$ cat config.mk
export PLATFORM = sky130hd
export DESIGN_NAME = des_cbc_dec_ctrl
export DESIGN_NICKNAME = d
export VERILOG_FILES = /design/src/rtl/des_cbc_dec_ctrl.sv
export SDC_FILE = /design/constraint.sdc
export NUM_CORES = 1
export LEC_CHECK = 0
export BUFFER_PORTS_ARGS = -buffer_cell sky130_fd_sc_hd__buf_2
export CAP_MARGIN = 15
export CORE_ASPECT_RATIO = 1.5
export CORE_MARGIN = 4
export CORE_UTILIZATION = 35
export DETAILED_ROUTE_END_ITERATION = 10
export GPL_ROUTABILITY_DRIVEN = 0
export GPL_TIMING_DRIVEN = 1
export MAX_ROUTING_LAYER = met4
export PLACE_DENSITY_LB_ADDON = 0.15
export SYNTH_ARGS = -nofsm -noshare
export SYNTH_HDL_FRONTEND = slang
export SYNTH_SLANG_ARGS = --single-unit
$ cat constraint.sdc
create_clock -name clk -period 11.1 [get_ports clk]
set_input_delay 3.33 -clock clk [delete_from_list [all_inputs] [get_ports clk]]
set_output_delay 3.33 -clock clk [all_outputs]
set_load 0.01 [all_outputs]
$ cat src/rtl/des_cbc_dec_ctrl.sv
// des_cbc_dec_ctrl: CBC-mode decryption sequencer around an external
// single-block DES core (decrypt direction). One block in flight at a time:
// take ciphertext, launch the core, XOR its result with the chaining value,
// hand back plaintext, then adopt the ciphertext as the next chaining value.
//
// Optional build macro DES_CBC_DEC_TIMEOUT_EN adds a WAIT-state watchdog
// and the sticky err output.
module des_cbc_dec_ctrl #(
    parameter int CORE_LAT = 17,
    parameter int TIMEOUT  = 32
) (
    input  logic        clk,
    input  logic        rst,
    input  logic [63:0] key,
    input  logic        iv_load,
    input  logic [63:0] iv,
    input  logic [63:0] ct,
    input  logic        ct_vld,
    output logic        ct_rdy,
    output logic [63:0] pt,
    output logic        pt_vld,
    input  logic        pt_rdy,
    output logic [63:0] core_data,
    output logic        core_data_vld,
    output logic [63:0] core_key,
    input  logic [63:0] core_result,
    input  logic        core_result_vld,
    output logic        busy,
    output logic [15:0] blk_cnt
`ifdef DES_CBC_DEC_TIMEOUT_EN
    ,
    output logic        err
`endif
);

    // The watchdog limit must leave room for a nominal core response.
    if (TIMEOUT <= CORE_LAT) begin : g_bad_cfg
        $error("des_cbc_dec_ctrl: TIMEOUT must exceed CORE_LAT");
    end

    typedef enum logic [1:0] {
        S_IDLE   = 2'd0,
        S_LAUNCH = 2'd1,
        S_WAIT   = 2'd2,
        S_OUT    = 2'd3
    } state_t;

    state_t      state_q, state_d;
    logic [63:0] pt_q, pt_d;
    logic        pt_vld_q, pt_vld_d;
    logic [63:0] core_data_q, core_data_d;
    logic        core_data_vld_q, core_data_vld_d;
    logic [63:0] core_key_q, core_key_d;
    logic [63:0] chain_q, chain_d;
    logic [63:0] ct_reg_q, ct_reg_d;
    logic [15:0] blk_cnt_q, blk_cnt_d;

`ifdef DES_CBC_DEC_TIMEOUT_EN
    localparam int WCNT_W = $clog2(TIMEOUT + 1);
    logic [WCNT_W-1:0] wait_cnt_q, wait_cnt_d;
    logic              err_q, err_d;
`endif

    // A new block may only be taken in IDLE, and an IV load has priority.
    assign ct_rdy        = (state_q == S_IDLE) && !iv_load;
    assign pt            = pt_q;
    assign pt_vld        = pt_vld_q;
    assign core_data     = core_data_q;
    assign core_data_vld = core_data_vld_q;
    assign core_key      = core_key_q;
    assign busy          = (state_q != S_IDLE);
    assign blk_cnt       = blk_cnt_q;
`ifdef DES_CBC_DEC_TIMEOUT_EN
    assign err           = err_q;
`endif

    // Next-state and datapath update for the four-phase block sequence.
    always_comb begin
        state_d         = state_q;
        pt_d            = pt_q;
        pt_vld_d        = pt_vld_q;
        core_data_d     = core_data_q;
        core_data_vld_d = 1'b0;
        core_key_d      = core_key_q;
        chain_d         = chain_q;
        ct_reg_d        = ct_reg_q;
        blk_cnt_d       = blk_cnt_q;
`ifdef DES_CBC_DEC_TIMEOUT_EN
        wait_cnt_d      = wait_cnt_q;
        err_d           = err_q;
`endif
        case (state_q)
            S_IDLE: begin
                if (iv_load) begin
                    chain_d   = iv;
                    blk_cnt_d = 16'd0;
`ifdef DES_CBC_DEC_TIMEOUT_EN
                    err_d     = 1'b0;
`endif
                end else if (ct_vld) begin
                    core_data_d     = ct;
                    core_key_d      = key;
                    ct_reg_d        = ct;
                    core_data_vld_d = 1'b1;
                    state_d         = S_LAUNCH;
                end
            end
            S_LAUNCH: begin
                // core_data_vld is high for this single cycle only.
                state_d = S_WAIT;
`ifdef DES_CBC_DEC_TIMEOUT_EN
                wait_cnt_d = '0;
`endif
            end
            S_WAIT: begin
                if (core_result_vld) begin
                    pt_d     = core_result ^ chain_q;
                    chain_d  = ct_reg_q;
                    pt_vld_d = 1'b1;
                    state_d  = S_OUT;
                end
`ifdef DES_CBC_DEC_TIMEOUT_EN
                else if (wait_cnt_q == WCNT_W'(TIMEOUT - 1)) begin
                    // Abandon the block: chain and count stay untouched.
                    err_d   = 1'b1;
                    state_d = S_IDLE;
                end else begin
                    wait_cnt_d = wait_cnt_q + 1'b1;
                end
`endif
            end
            S_OUT: begin
                if (pt_rdy) begin
                    pt_vld_d  = 1'b0;
                    blk_cnt_d = blk_cnt_q + 16'd1;
                    state_d   = S_IDLE;
                end
            end
            default: state_d = S_IDLE;
        endcase
    end

    // State and output registers; asynchronous reset returns to a clean IDLE.
    always_ff @(posedge clk or posedge rst) begin
        if (rst) begin
            state_q         <= S_IDLE;
            pt_q            <= 64'd0;
            pt_vld_q        <= 1'b0;
            core_data_q     <= 64'd0;
            core_data_vld_q <= 1'b0;
            core_key_q      <= 64'd0;
            chain_q         <= 64'd0;
            blk_cnt_q       <= 16'd0;
`ifdef DES_CBC_DEC_TIMEOUT_EN
            wait_cnt_q      <= '0;
            err_q           <= 1'b0;
`endif
        end else begin
            state_q         <= state_d;
            pt_q            <= pt_d;
            pt_vld_q        <= pt_vld_d;
            core_data_q     <= core_data_d;
            core_data_vld_q <= core_data_vld_d;
            core_key_q      <= core_key_d;
            chain_q         <= chain_d;
            blk_cnt_q       <= blk_cnt_d;
`ifdef DES_CBC_DEC_TIMEOUT_EN
            wait_cnt_q      <= wait_cnt_d;
            err_q           <= err_d;
`endif
        end
    end

    // Ciphertext copy for the next chaining value; only read after being written.
    always_ff @(posedge clk) begin
        ct_reg_q <= ct_reg_d;
    end

endmodule

==> results.txt <==
The total number of yosys warnings is 0. STA classifies the critical path endpoint as an output pin. Synthesis handed over a netlist of 1004 instances. The final instance count without filler cells came out at approximately 2.0k. The maximum number of pins on one net before global-route repair is 150.

The post-CTS clock slew at the launch and capture registers of the worst setup and hold paths came out at 0.06 ns. Across the run, the number of max-cap violations was 0. The post-route netlist has 45.1% of its cells at a drive strength greater than 1. The final layout contains routed wiring with a total length of between 30000 and 40000 um.

Summed over all cells, the static leakage comes to 7.85 nW. The remaining antenna violation count is 0. The placeable core region is 0.0378 mm2.

The wire-length estimate of the detail-placed layout is 26400 um. The number of nets in the synthesized netlist is 1270. The initial DRC count came out at 433. Of all cell types, the one taking the most synthesized area is sky130_fd_sc_hd__dfrtp_1. The total DRC errors in the routed layout is 0. Sorting the synthesized cells by area gives the leading types as sky130_fd_sc_hd__dfrtp_1, sky130_fd_sc_hd__edfxtp_1, sky130_fd_sc_hd__mux2_2.

Using the TritonRoute via totals, the vias-per-cell ratio works out to around 4.6. Counting along the longest clock path gives a buffer depth of 3. The number of standard-cell rows in the floorplan is between 80 and 90. The via count of the first global-routing pass was 9655. The post-route fraction of the period consumed by the critical path is between 60% and 70%. The post-placement cell count is 1918. The die covers between 0.04 and 0.05 mm2. The worst endpoint data arrival time is roughly 4 ns. The overall track demand over capacity in global routing came out at roughly 18%. The synthesized design contains 340 register bits. The flow ran to the end, and the final reports show no timing, DRC or antenna violations. The clock period minus final worst setup slack is 7.22 ns. The number of port buffers is 473. The buffer type at the clock tree root is sky130_fd_sc_hd__clkbuf_16. The number of buffers inserted for hold repair after clock tree synthesis is 0. Setup violations remaining at the end of the flow were counted as 0. The post-layout worst setup margin came out at 3.88 ns. The initial utilization of the core area, before any placement, comes to 35.5%. TritonCTS built the clock tree. Static timing analysis puts the maximum clock frequency at about 0.14 GHz. The routed wire length per instance is ~18 um.

The number of distinct library cells after synthesis is 39. The total number of nets in the final design came out at approximately 1.7k. The number of buffers created by CTS came out at 35. The sort of element at the start of the critical path is a primary input. In this run the worst path has a maximum fanout of 5. The final global-route overflow total came out at 0.

The total number of clock tree sinks came out at 340. The sum of negative setup slack is 0 ns. The overall via count from detail_route is around 9.2k. The worst hold-check path type is reg2reg. STA puts the critical path data required time at 7.77 ns.

The die is 168 um wide. The final total power is 0.00505 W. The sequential cell area fraction in the yosys report is 65.9%. The worst-case headroom to the max-slew limit is 35.6%. Sorting the synthesized cells by how often they occur yields sky130_fd_sc_hd__dfrtp_1, sky130_fd_sc_hd__a21oi_1, sky130_fd_sc_hd__nor2_1.

The worst-skew pair later-pin latency came out at 0.52 ns. The die outline height came out at 248 um. The most common cell in the synthesized netlist is sky130_fd_sc_hd__dfrtp_1. The fraction of post-synthesis cell area in the top cell type by area came out at 51.5%.

The number of pins exceeding their max-slew limit in the final report is 0. The synthesized area is 0.0134 mm2. The most used flip-flop cell after synthesis is sky130_fd_sc_hd__dfrtp_1. The post-placement setup slack came out at 3.90 ns. The initial antenna violation count is 14.

After synthesis, the share of flip-flops with an asynchronous set or reset is 81.2%. The number of flops mapped to enable cells by yosys came out at 64. The worst-case clock skew came out at 0.0181 ns.

At the pin with the least slew margin, the transition time is 0.966 ns. The area growth from synthesis to layout is 30.2%. The count of endpoints failing hold in the final timing report came out at 0. The first-pass GRT wire length is 55200 um. The first-pass detailed-route iteration total is 6. Gates resized during post-CTS repair numbered 0. Setup repair after global routing left no endpoint under its margin. The setup fix buffers added after clock tree synthesis came out at 0.

Power spread over the standard cell area amounts to a little under 300 mW/mm2. The top-level port count came out at 474. The H-tree was split into 2 levels. The worst supply voltage drop on vdd is around 150 uV. The mean cell area of the mapped netlist came out at 13.4 um2. The kind of critical path is in2out.
## critical path, cell delays in order
cell,delay (ns)
sky130_fd_sc_hd__buf_2,0.13
sky130_fd_sc_hd__nand2b_1,0.17
sky130_fd_sc_hd__inv_1,0.12
sky130_fd_sc_hd__buf_2,0.14
## report_power, final
group	switching, W	total (W)	leakage (nW)	internal (W)
logic	0.000985	0.00180	3.49	0.000817
clock network	0.000482	0.00119	0.571	0.000708
registers	0.000261	0.00205	3.79	0.00179
total	0.00173	0.00505	7.85	0.00332
## stage by stage
stage               hold WS (ns)  util [%]  area, um2
global route               0.519      46.2      17500
CTS                        0.501      46.1      17400
finish                     0.497      46.2      17500
global placement           0.482      43.1      16300
floorplan                  0.500         -      13400
detailed placement         0.487      43.1      16300
## placed cells by master (no fill, tap or decap), types with 11 or more instances in the layout
cell,netlist,routed
sky130_fd_sc_hd__dfrtp_1,276,276
sky130_fd_sc_hd__a21oi_1,137,137
sky130_fd_sc_hd__mux2i_1,65,65
sky130_fd_sc_hd__xnor2_1,68,68
sky130_fd_sc_hd__diode_2,0,15
sky130_fd_sc_hd__mux2_2,128,128
sky130_fd_sc_hd__buf_2,1,473
sky130_fd_sc_hd__nand2_1,11,11
sky130_fd_sc_hd__clkbuf_16,0,36
sky130_fd_sc_hd__nor2_1,137,137
sky130_fd_sc_hd__edfxtp_1,64,64
## sequential cells by signal, indices dropped and copies added, names as in the netlist
name and cells:
ct_reg_q 64, core_key 64, pt_vld 1, state_q 2, core_data 64, blk_cnt 16
chain_q 64, core_data_vld 1, pt 64
## kinds of logic (layout without fill, tap and decap cells)
family / after synthesis / in the layout / share of synthesized area [%]
AOI/OAI and AO/OA: 154 / 154 / 5.98
xor gates and xnor gates: 69 / 69 / 4.51
adders and majority gates: 4 / 4 / 0.373
buffers and inverters: 64 / 551 / 1.89
DFF: 340 / 340 / 65.9
muxes: 194 / 194 / 15.7
other: 0 / 15 / 0
and+or+nand+nor: 179 / 179 / 5.68
## final timing paths
check                        startpoint           end  slack, ns  cells after the start
max in group asynchronous           rst        pt[42]       6.77                      3
setup / recovery                iv_load        ct_rdy       3.88                      4
hold reg to reg            core_key[34]  core_key[34]       0.50                      1
hold / removal             core_key[34]  core_key[34]       0.50                      1
min in group asynchronous           rst  core_key[28]       2.98                      2
setup reg to reg             state_q[0]  ct_reg_q[26]       7.75                      6
## final cells by class
class	count	area, um2
clock buffers	50	1010
clock inverters	12	145
multi-input cells	600	4350
well taps	489	612
repair buffers	480	2430
flip-flops and latches	340	8830
diodes	15	37.5
fillers	3544	20300
inverters	9	42.5
## layer usage
| metal | vias up | part of all wire [%] | global-route usage, % |
|---|---|---|---|
| met5 | - | 0 | - |
| met4 | 0 | 3.7 | 7.38 |
| li1 | 4422 | - | - |
| met1 | 4347 | 38 | 19.7 |
| met3 | 76 | 6.3 | 3.79 |
| met2 | 318 | 52 | 30.3 |
Note: power is estimated with default switching activity, not from simulation.
